<file path="config.mk">
export PLATFORM = sky130hd
export DESIGN_NAME = fma_sequencer_flat
export DESIGN_NICKNAME = d
export VERILOG_FILES = /design/src/rtl/fma_sequencer_pkg.sv /design/src/rtl/fma_sequencer_if.sv /design/src/rtl/fma_sequencer.sv /design/src/flat_wrapper.sv
export SDC_FILE = /design/constraint.sdc
export NUM_CORES = 1
export LEC_CHECK = 0
export ABC_CLOCK_PERIOD_IN_PS = 2700
export CORE_MARGIN = 2
export CORE_UTILIZATION = 30
export DETAILED_ROUTE_END_ITERATION = 8
export GPL_ROUTABILITY_DRIVEN = 0
export PLACE_DENSITY_LB_ADDON = 0.3
export SLEW_MARGIN = 40
export SYNTH_ARGS = -nofsm -noshare
export SYNTH_HDL_FRONTEND = slang
export SYNTH_SLANG_ARGS = --single-unit
</file>
<file path="constraint.sdc">
create_clock -name clk -period 2.7 [get_ports clk]
set_input_delay 0.54 -clock clk [delete_from_list [all_inputs] [get_ports clk]]
set_output_delay 0.54 -clock clk [all_outputs]
set_load 0.01 [all_outputs]
</file>
<file path="src/rtl/fma_sequencer_pkg.sv">
// Shared types and defaults for the FMA command sequencer.
package fma_seq_pkg;

    typedef enum logic [1:0] {
        IDLE = 2'd0,
        RUN  = 2'd1,
        DONE = 2'd2
    } state_t;

    localparam int LEN_W_DEFAULT = 8;

endpackage

</file>
<file path="src/rtl/fma_sequencer_if.sv">
// Command, operand-stream and result handshakes of the FMA sequencer.
interface fma_sequencer_if
    import fma_seq_pkg::*;
#(
    parameter int WIDTH = 32,
    parameter int LEN_W = LEN_W_DEFAULT
);
    localparam int SCALE_W = $clog2(WIDTH);

    logic                      cmd_valid;
    logic                      cmd_ready;
    logic [LEN_W-1:0]          cmd_len;
    logic [SCALE_W-1:0]        cmd_scale;
    logic signed [WIDTH-1:0]   cmd_seed;

    logic                      op_valid;
    logic                      op_ready;
    logic signed [WIDTH-1:0]   op_a;
    logic signed [WIDTH-1:0]   op_b;

    logic                      res_valid;
    logic                      res_ready;
    logic signed [WIDTH-1:0]   res_data;

    modport master (
        output cmd_valid, cmd_len, cmd_scale, cmd_seed,
        input  cmd_ready,
        output op_valid, op_a, op_b,
        input  op_ready,
        input  res_valid, res_data,
        output res_ready
    );

    modport slave (
        input  cmd_valid, cmd_len, cmd_scale, cmd_seed,
        output cmd_ready,
        input  op_valid, op_a, op_b,
        output op_ready,
        output res_valid, res_data,
        input  res_ready
    );

endinterface

</file>
<file path="src/rtl/fma_sequencer.sv">
// Sequences dot-product commands through an external FMA unit.
// Optional FMA_SEQ_PIPELINE_EN: accept the next command in the result-handshake cycle.
module fma_sequencer
    import fma_seq_pkg::*;
#(
    parameter int WIDTH = 32,
    parameter int LEN_W = LEN_W_DEFAULT
) (
    input  logic                        clk,
    input  logic                        rst,
    fma_sequencer_if.slave              bus,
    output logic signed [WIDTH-1:0]     fma_a,
    output logic signed [WIDTH-1:0]     fma_b,
    output logic [$clog2(WIDTH)-1:0]    fma_scale,
    output logic signed [WIDTH-1:0]     fma_seed,
    output logic                        fma_update_acc,
    output logic                        fma_en,
    input  logic signed [WIDTH-1:0]     fma_acc_out
);

    localparam int SCALE_W = $clog2(WIDTH);

    state_t                  state_q, state_d;
    logic [LEN_W-1:0]        cnt_q;
    logic [SCALE_W-1:0]      scale_q;
    logic signed [WIDTH-1:0] seed_q;
    logic signed [WIDTH-1:0] res_q;
    logic                    first_q;

    logic cmd_ready_c;
    logic op_ready_c;
    logic res_valid_c;
    logic beat;
    logic cmd_fire;

    assign cmd_fire = bus.cmd_valid && cmd_ready_c;

    // NOTE: every output of this block gets a default first, so no path leaves a latch.
    always_comb begin
        state_d        = state_q;
        cmd_ready_c    = 1'b0;
        op_ready_c     = 1'b0;
        res_valid_c    = 1'b0;
        beat           = 1'b0;
        fma_update_acc = 1'b0;
        unique case (state_q)
            IDLE: begin
                cmd_ready_c = 1'b1;
                if (bus.cmd_valid)
                    state_d = (bus.cmd_len == '0) ? DONE : RUN;
            end
            RUN: begin
                op_ready_c     = 1'b1;
                beat           = bus.op_valid;
                fma_update_acc = beat && first_q;
                if (beat && cnt_q == LEN_W'(1))
                    state_d = DONE;
            end
            DONE: begin
                res_valid_c = 1'b1;
`ifdef FMA_SEQ_PIPELINE_EN
                cmd_ready_c = bus.res_ready;
                if (bus.res_ready) begin
                    if (bus.cmd_valid)
                        state_d = (bus.cmd_len == '0) ? DONE : RUN;
                    else
                        state_d = IDLE;
                end
`else
                cmd_ready_c = 1'b0;
                if (bus.res_ready)
                    state_d = IDLE;
`endif
            end
            default: state_d = IDLE;
        endcase
    end

    // NOTE: sequential state uses non-blocking assignments so all registers update together.
    always_ff @(posedge clk or posedge rst) begin
        if (rst) begin
            state_q <= IDLE;
            cnt_q   <= '0;
            scale_q <= '0;
            seed_q  <= '0;
            res_q   <= '0;
            first_q <= 1'b0;
        end else begin
            state_q <= state_d;
            if (cmd_fire) begin
                cnt_q   <= bus.cmd_len;
                scale_q <= bus.cmd_scale;
                seed_q  <= bus.cmd_seed;
                first_q <= 1'b1;
                // A zero-length command reports its seed without touching the FMA.
                if (bus.cmd_len == '0)
                    res_q <= bus.cmd_seed;
            end else if (beat) begin
                cnt_q   <= cnt_q - LEN_W'(1);
                first_q <= 1'b0;
                if (cnt_q == LEN_W'(1))
                    res_q <= fma_acc_out;
            end
        end
    end

    assign bus.cmd_ready = cmd_ready_c;
    assign bus.op_ready  = op_ready_c;
    assign bus.res_valid = res_valid_c;
    assign bus.res_data  = res_q;

    assign fma_a     = bus.op_a;
    assign fma_b     = bus.op_b;
    assign fma_scale = scale_q;
    assign fma_seed  = seed_q;
    assign fma_en    = beat;

endmodule
</file>
<file path="src/flat_wrapper.sv">
// flat-port wrapper written by rule: the top's interface ports become plain ports
module fma_sequencer_flat import fma_seq_pkg::*;
#(
    parameter int WIDTH = 32,
    parameter int LEN_W = LEN_W_DEFAULT
)
  (clk, rst, fma_a, fma_b, fma_scale, fma_seed, fma_update_acc, fma_en, fma_acc_out, bus_cmd_valid, bus_cmd_len, bus_cmd_scale, bus_cmd_seed, bus_cmd_ready, bus_op_valid, bus_op_a, bus_op_b, bus_op_ready, bus_res_valid, bus_res_data, bus_res_ready);
  fma_sequencer_if #(.WIDTH(WIDTH), .LEN_W(LEN_W)) bus_i ();
  input  logic clk;
  input  logic rst;
  output logic signed [WIDTH-1:0] fma_a;
  output logic signed [WIDTH-1:0] fma_b;
  output logic [$clog2(WIDTH)-1:0] fma_scale;
  output logic signed [WIDTH-1:0] fma_seed;
  output logic fma_update_acc;
  output logic fma_en;
  input  logic signed [WIDTH-1:0] fma_acc_out;
  input wire logic [$bits(bus_i.cmd_valid)-1:0] bus_cmd_valid;
  input wire logic [$bits(bus_i.cmd_len)-1:0] bus_cmd_len;
  input wire logic [$bits(bus_i.cmd_scale)-1:0] bus_cmd_scale;
  input wire logic [$bits(bus_i.cmd_seed)-1:0] bus_cmd_seed;
  output wire logic [$bits(bus_i.cmd_ready)-1:0] bus_cmd_ready;
  input wire logic [$bits(bus_i.op_valid)-1:0] bus_op_valid;
  input wire logic [$bits(bus_i.op_a)-1:0] bus_op_a;
  input wire logic [$bits(bus_i.op_b)-1:0] bus_op_b;
  output wire logic [$bits(bus_i.op_ready)-1:0] bus_op_ready;
  output wire logic [$bits(bus_i.res_valid)-1:0] bus_res_valid;
  output wire logic [$bits(bus_i.res_data)-1:0] bus_res_data;
  input wire logic [$bits(bus_i.res_ready)-1:0] bus_res_ready;
  assign bus_i.cmd_valid = bus_cmd_valid;
  assign bus_i.cmd_len = bus_cmd_len;
  assign bus_i.cmd_scale = bus_cmd_scale;
  assign bus_i.cmd_seed = bus_cmd_seed;
  assign bus_cmd_ready = bus_i.cmd_ready;
  assign bus_i.op_valid = bus_op_valid;
  assign bus_i.op_a = bus_op_a;
  assign bus_i.op_b = bus_op_b;
  assign bus_op_ready = bus_i.op_ready;
  assign bus_res_valid = bus_i.res_valid;
  assign bus_res_data = bus_i.res_data;
  assign bus_i.res_ready = bus_res_ready;
  fma_sequencer #(.WIDTH(WIDTH), .LEN_W(LEN_W)) u_core (.clk(clk), .rst(rst), .bus(bus_i), .fma_a(fma_a), .fma_b(fma_b), .fma_scale(fma_scale), .fma_seed(fma_seed), .fma_update_acc(fma_update_acc), .fma_en(fma_en), .fma_acc_out(fma_acc_out));
endmodule
</file>
==> flow_summary.ini, run 1 <==
[outcome]
status = finished, final reports clean

[final_layout]
diodes = 0
instances_no_fill = 668
fin_util_pct = 42.0
finalInstanceArea_um2 = 5820
nets = 632
nFillCells = 1327
layout-drive-gt1-share_pct = 17.8
multi_input_area_um2 = 1620
ff_latch_area_um2 = 2000
area_delta_synth_final_pct = 36.4

[floorplanning]
io_pins = 284
rows = 43
die_x_um = 123
core_um2 = 13900
dieArea_um2 = 15200
start_util_pct = 30.8
dieHeight_um = 123

[drt]
route.final.wire_length_um = 10300
via_count = 3028
wl_met3_um = 963
dr.first_iter.drc_count = 158
avgViaCountPerCell = 4.53
wl_per_cell_um = 15.4
drc_errors = 0
drtPass1Iterations = 4
ant_nets = 0
top_layer = met4
dr_wl_met2_um = 4670
met1_length_um = 4440

[synthesis]
netlist_top_cells_count = nand2_1 (125), dfrtp_1 (80), buf_4 (64)
async_flop_share_pct = 100
synth_top_area_share_pct = 46.9
synth_fp_nets = 540
synth_seq_cells = 80
avgSynthCellArea_um2 = 10.9
netlist-cell-type-count = 33
synth_top_area_cell = dfrtp_1
synth_ff_type = dfrtp_1
synth_edf_count = 0
ys_seq_area_share_pct = 46.9
synth.most_common_cell = nand2_1
syn-cell-area_um2 = 4270
yosys_warnings = 0
syn_inst = 392
synthTopCellsByArea = dfrtp_1 (47%), mux2_4 (14%), buf_4 (11%), nand2_1 (11%), mux2_2 (5.3%)

[timing]
setup-tns-final_ps = 0
setup_violations = 0
min_period_ps = 2460
rsz0062_at_grt = no
min_period_over_period_pct = 91.2
holdWs_ps = 474
hold_viol_final = 0
fmax_mhz = 406
maxSlewViolCount = 0
worst_pin_slew_ps = 581
skew_ps = 5.35
setup_slack_ps = 238
slew_headroom_pct = 61.3

[placement]
dp_hpwl_um = 7360
dpl_cell_area_um2 = 5540
placed_cells = 653
dp_slack_ps = 99.9
numPortBuffers = 155

[clock_tree]
cts_root_buffer = clkbuf_16
h-tree-depth = 3
cts_num_sinks = 80
cts_tree = yes
cts-buffers-inserted = 9
clkSlewWorstSetupHoldPaths_ps = 60
cts_setup_buffers = 0
worstSkewPairLatency_ps = 340
cts.repair.resized = 0
clk_path_buf_depth = 2
holdBufCountCts = 0

[worst_setup_path]
r2r-start = u_core.cnt_q[3]
worstReg2RegEnd = u_core.bus.res_data[28]
cp-start-kind = input pin
r2r_cells = 5
path_max_fanout = 6
r2r_slack_ps = 720
worst_setup_path_end_kind = output port
worstSetupPathType = input pin to output port
cp_data_arrival_time_ps = 1920
cp_data_required_time_ps = 2160

[grt]
grt_antenna_before_repair = 0
grt_max_degree = 81
grt_first_pass_wirelength_um = 15600
grtUsageTotal_pct = 13.4
grt_pass1_vias = 3021
overflow = 0

[min_path]
whs_path_depth = 2
hp-start = u_core.fma_seed[8]
min_to = u_core.fma_seed[8]
hp-class = flop to flop

[pwr]
p_switching_mw = 1.76
internal_power_mw = 3.83
pwr-share-comb_pct = 43.0
power_mw = 5.60
seq_power_share_pct = 35.6
ir_worst_vdd_uv = 591
powerDensity_nw_per_um2 = 961
switching_share_pct = 31.5
p_leak_nw = 2.67
power.share.clock_pct = 21.4

[job]
cap_violations = 0
critical path, cell delays in order:
cell and delay [ps]:
clkdlybuf4s50_1 480, nand3b_1 110, inv_2 120, and2_1 140, clkdlybuf4s50_1 530
state kept, by name (all words and copies together) (netlist names):
signal,count
u_core.cnt_q,8
u_core.first_q,1
u_core.fma_seed,32
u_core.fma_scale,5
u_core.bus.res_data,32
u_core.state_q,2
how the worst max path moves through the flow:
stage / from / end / slack [ps]
final: bus_op_valid / fma_update_acc / 240
after detailed placement: bus_cmd_len[6] / u_core.bus.res_data[28] / 100
after global routing: bus_op_valid / fma_update_acc / 180
after global placement: bus_cmd_len[6] / u_core.bus.res_data[29] / 160
after floorplan: rst / u_core.bus.res_data[0] / 110
after CTS: bus_op_valid / fma_update_acc / 240
power groups by stage:
stage | combinational, mW | clock, mW | sequential, mW
floorplan | 1.12 | 0 | 2.15
global placement | 2.40 | 0 | 1.99
detailed placement | 2.43 | 0 | 2.00
CTS | 2.44 | 1.25 | 1.99
global route | 2.63 | 1.30 | 2.06
finish | 2.41 | 1.20 | 1.99
cell type report:
type                    count  area share [%]
repair buffers            162            28.6
clock inverters             4           0.773
well taps                 180            3.87
inverters                   6           0.408
multi-input cells         225            27.8
flip-flops and latches     80            34.4
clock buffers              11            4.17
metal layers:
metal  track usage [%]  vias to the layer above
met5                 0                        -
met4              6.25                        0
met3              4.61                       27
met2              20.3                      139
met1              17.2                     1455
li1                  -                     1407
cells in the final DEF (no fill, tap or decap), drive strengths merged:
master         instances
o211ai                 3
nor2                   3
nand2                125
clkinv                 4
a22oi                  1
nor3b                  1
o311a                  1
inv                    5
and2                   2
and2b                  1
nor3                   1
o311ai                 3
clkdlybuf4s50        155
nor2b                  1
ha                     2
a221o                  2
o22ai                  1
nand3                  2
or3                    1
buf                    7
mux2                  64
nand3b                 2
o221ai                 1
clkbuf                11
bufinv                 1
dfrtp                 80
nor4                   3
or3b                   1
a21o                   1
o21ai                  3
cell families after synthesis:
logic type / share of synthesized area, %
flip-flops: 46.9
AO/OA/AOI/OAI: 3.22
adder cells (fa/ha/maj): 0.586
AND/OR/NAND/NOR: 13.5
buffers and inverters: 15.3
multiplexers: 20.5
(Power assumes the default switching activity.)
==> run 2: changes to the inputs <==
- CORE_UTILIZATION: 30 -> 33
==> run 2 against run 1 <==
  * Critical path depth did not move
  * Via count fell by 1.6%
  * Largest cell class unchanged
  * Die area fell by 8.8%
  * Register-to-register slack got worse by 60 ps
  * Critical path type unchanged
==> flow_summary.ini, run 2 (synthesis gave the netlist of run 1 again) <==
[floorplanning]
start_util_pct = 33.8
dieArea_um2 = 13900
dieHeight_um = 118
core_um2 = 12600
rows = 41
io_pins = 284
die_x_um = 118

[drt]
via_count = 2981
route.final.wire_length_um = 9940
avgViaCountPerCell = 4.52
drtPass1Iterations = 4
wl_per_cell_um = 15.1
ant_nets = 0
dr.first_iter.drc_count = 165
drc_errors = 0

[timing]
skew_ps = 3.72
slew_headroom_pct = 57.8
min_period_ps = 2470
min_period_over_period_pct = 91.5
worst_pin_slew_ps = 633
setup_violations = 0
hold_viol_final = 0
fmax_mhz = 405
setup-tns-final_ps = 0
rsz0062_at_grt = no
maxSlewViolCount = 0

[clock_tree]
cts_root_buffer = clkbuf_16
cts-buffers-inserted = 9
worstSkewPairLatency_ps = 330
h-tree-depth = 3
holdBufCountCts = 0
clkSlewWorstSetupHoldPaths_ps = 60
cts_num_sinks = 80
cts.repair.resized = 0
clk_path_buf_depth = 2
cts_setup_buffers = 0
cts_tree = yes

[final_layout]
area_delta_synth_final_pct = 34.7
layout-drive-gt1-share_pct = 17.5
final_common_cell = clkdlybuf4s50_1
final_cell_mix = clkdlybuf4s50_1 (155), nand2_1 (125), dfrtp_1 (80), mux2_4 (41), mux2_2 (20)
diodes = 0
nets = 630

[worst_setup_path]
crit_path_start = bus_op_valid
worstSetupPathType = input pin to output port
cp_data_arrival_time_ps = 1930
worst_setup_path_end_kind = output port
cp-start-kind = input pin
path_max_fanout = 6
cp_data_required_time_ps = 2160
r2r-start = u_core.cnt_q[3]

[min_path]
hp-class = flop to flop
hp-start = u_core.fma_seed[6]

[grt]
overflow = 0
gr-usage-met1_pct = 17.2
grt_use_met3_pct = 3.92
grt_pass1_vias = 3174
grt_antenna_before_repair = 0
grt_max_degree = 81
use_met2_pct = 23.6
busiest_layer = met2
grt_first_pass_wirelength_um = 16100
grtUsageTotal_pct = 14.3

[pwr]
power_mw = 5.48
p_leak_nw = 2.64
ir_worst_vdd_uv = 445
powerDensity_nw_per_um2 = 953

[job]
cap_violations = 0

[placement]
numPortBuffers = 155
dp_hpwl_um = 6880

[outcome]
status = finished, final reports clean
## run 2: cell count changes in the layout (fill, tap and decap cells not counted), sizes merged
cell and delta:
buf -2, bufinv -1, clkbuf +1, clkinv +1
## run 2: final cells by class
type,instances,area [µm²]
clock inverters,4,20.0
inverters,6,23.8
fillers,1197,6870
clock buffers,12,246
repair buffers,160,1630
flip-flops and latches,80,2000
multi-input cells,225,1620
well taps,172,215
## run 2: where the power goes
part	leakage (nW)	internal, mW	switching [mW]
Combinational	1.48	1.40	1.00
Sequential	1.02	1.69	0.293
Clock	0.136	0.642	0.456
## run 2: final timing paths
path / cells after the start / slack (ps) / endpoint
min in group asynchronous: 3 / 630 / u_core.bus.res_data[16]
min reg2reg: 2 / 470 / u_core.fma_seed[6]
max in group asynchronous: 3 / 1730 / u_core.fma_seed[27]
max: 5 / 230 / fma_update_acc
min: 2 / 470 / u_core.fma_seed[6]
max reg2reg: 5 / 660 / u_core.bus.res_data[28]
## run 2: layer usage
layer / routed length, µm / vias up
met5: 0 / -
met4: 238 / 0
met3: 602 / 37
met2: 4740 / 99
met1: 4370 / 1440
li1: - / 1405
## run 2: critical path, stage by stage
cell,delay [ps]
clkdlybuf4s50_1,490
nand3b_1,120
inv_2,120
and2_1,140
clkdlybuf4s50_1,530
## run 2: through the flow
stage                     hold WS, ps  utilization (%)  std cells  setup WS, ps  instance area [µm²]
after floorplan                   439                -        392           108                 4270
after global placement            458             43.5        643           273                 5490
after detailed placement          457             43.5        643           262                 5490
after CTS                         475             45.6        659           246                 5750
after global routing              489             45.6        659           183                 5750
final                             469             45.6        659           231                 5750
==> run 3: changes to the inputs <==
- ABC_AREA: not set -> 0
==> results of run 3 <==
The final DEF is identical to that of run 2; final timing and power are the same.
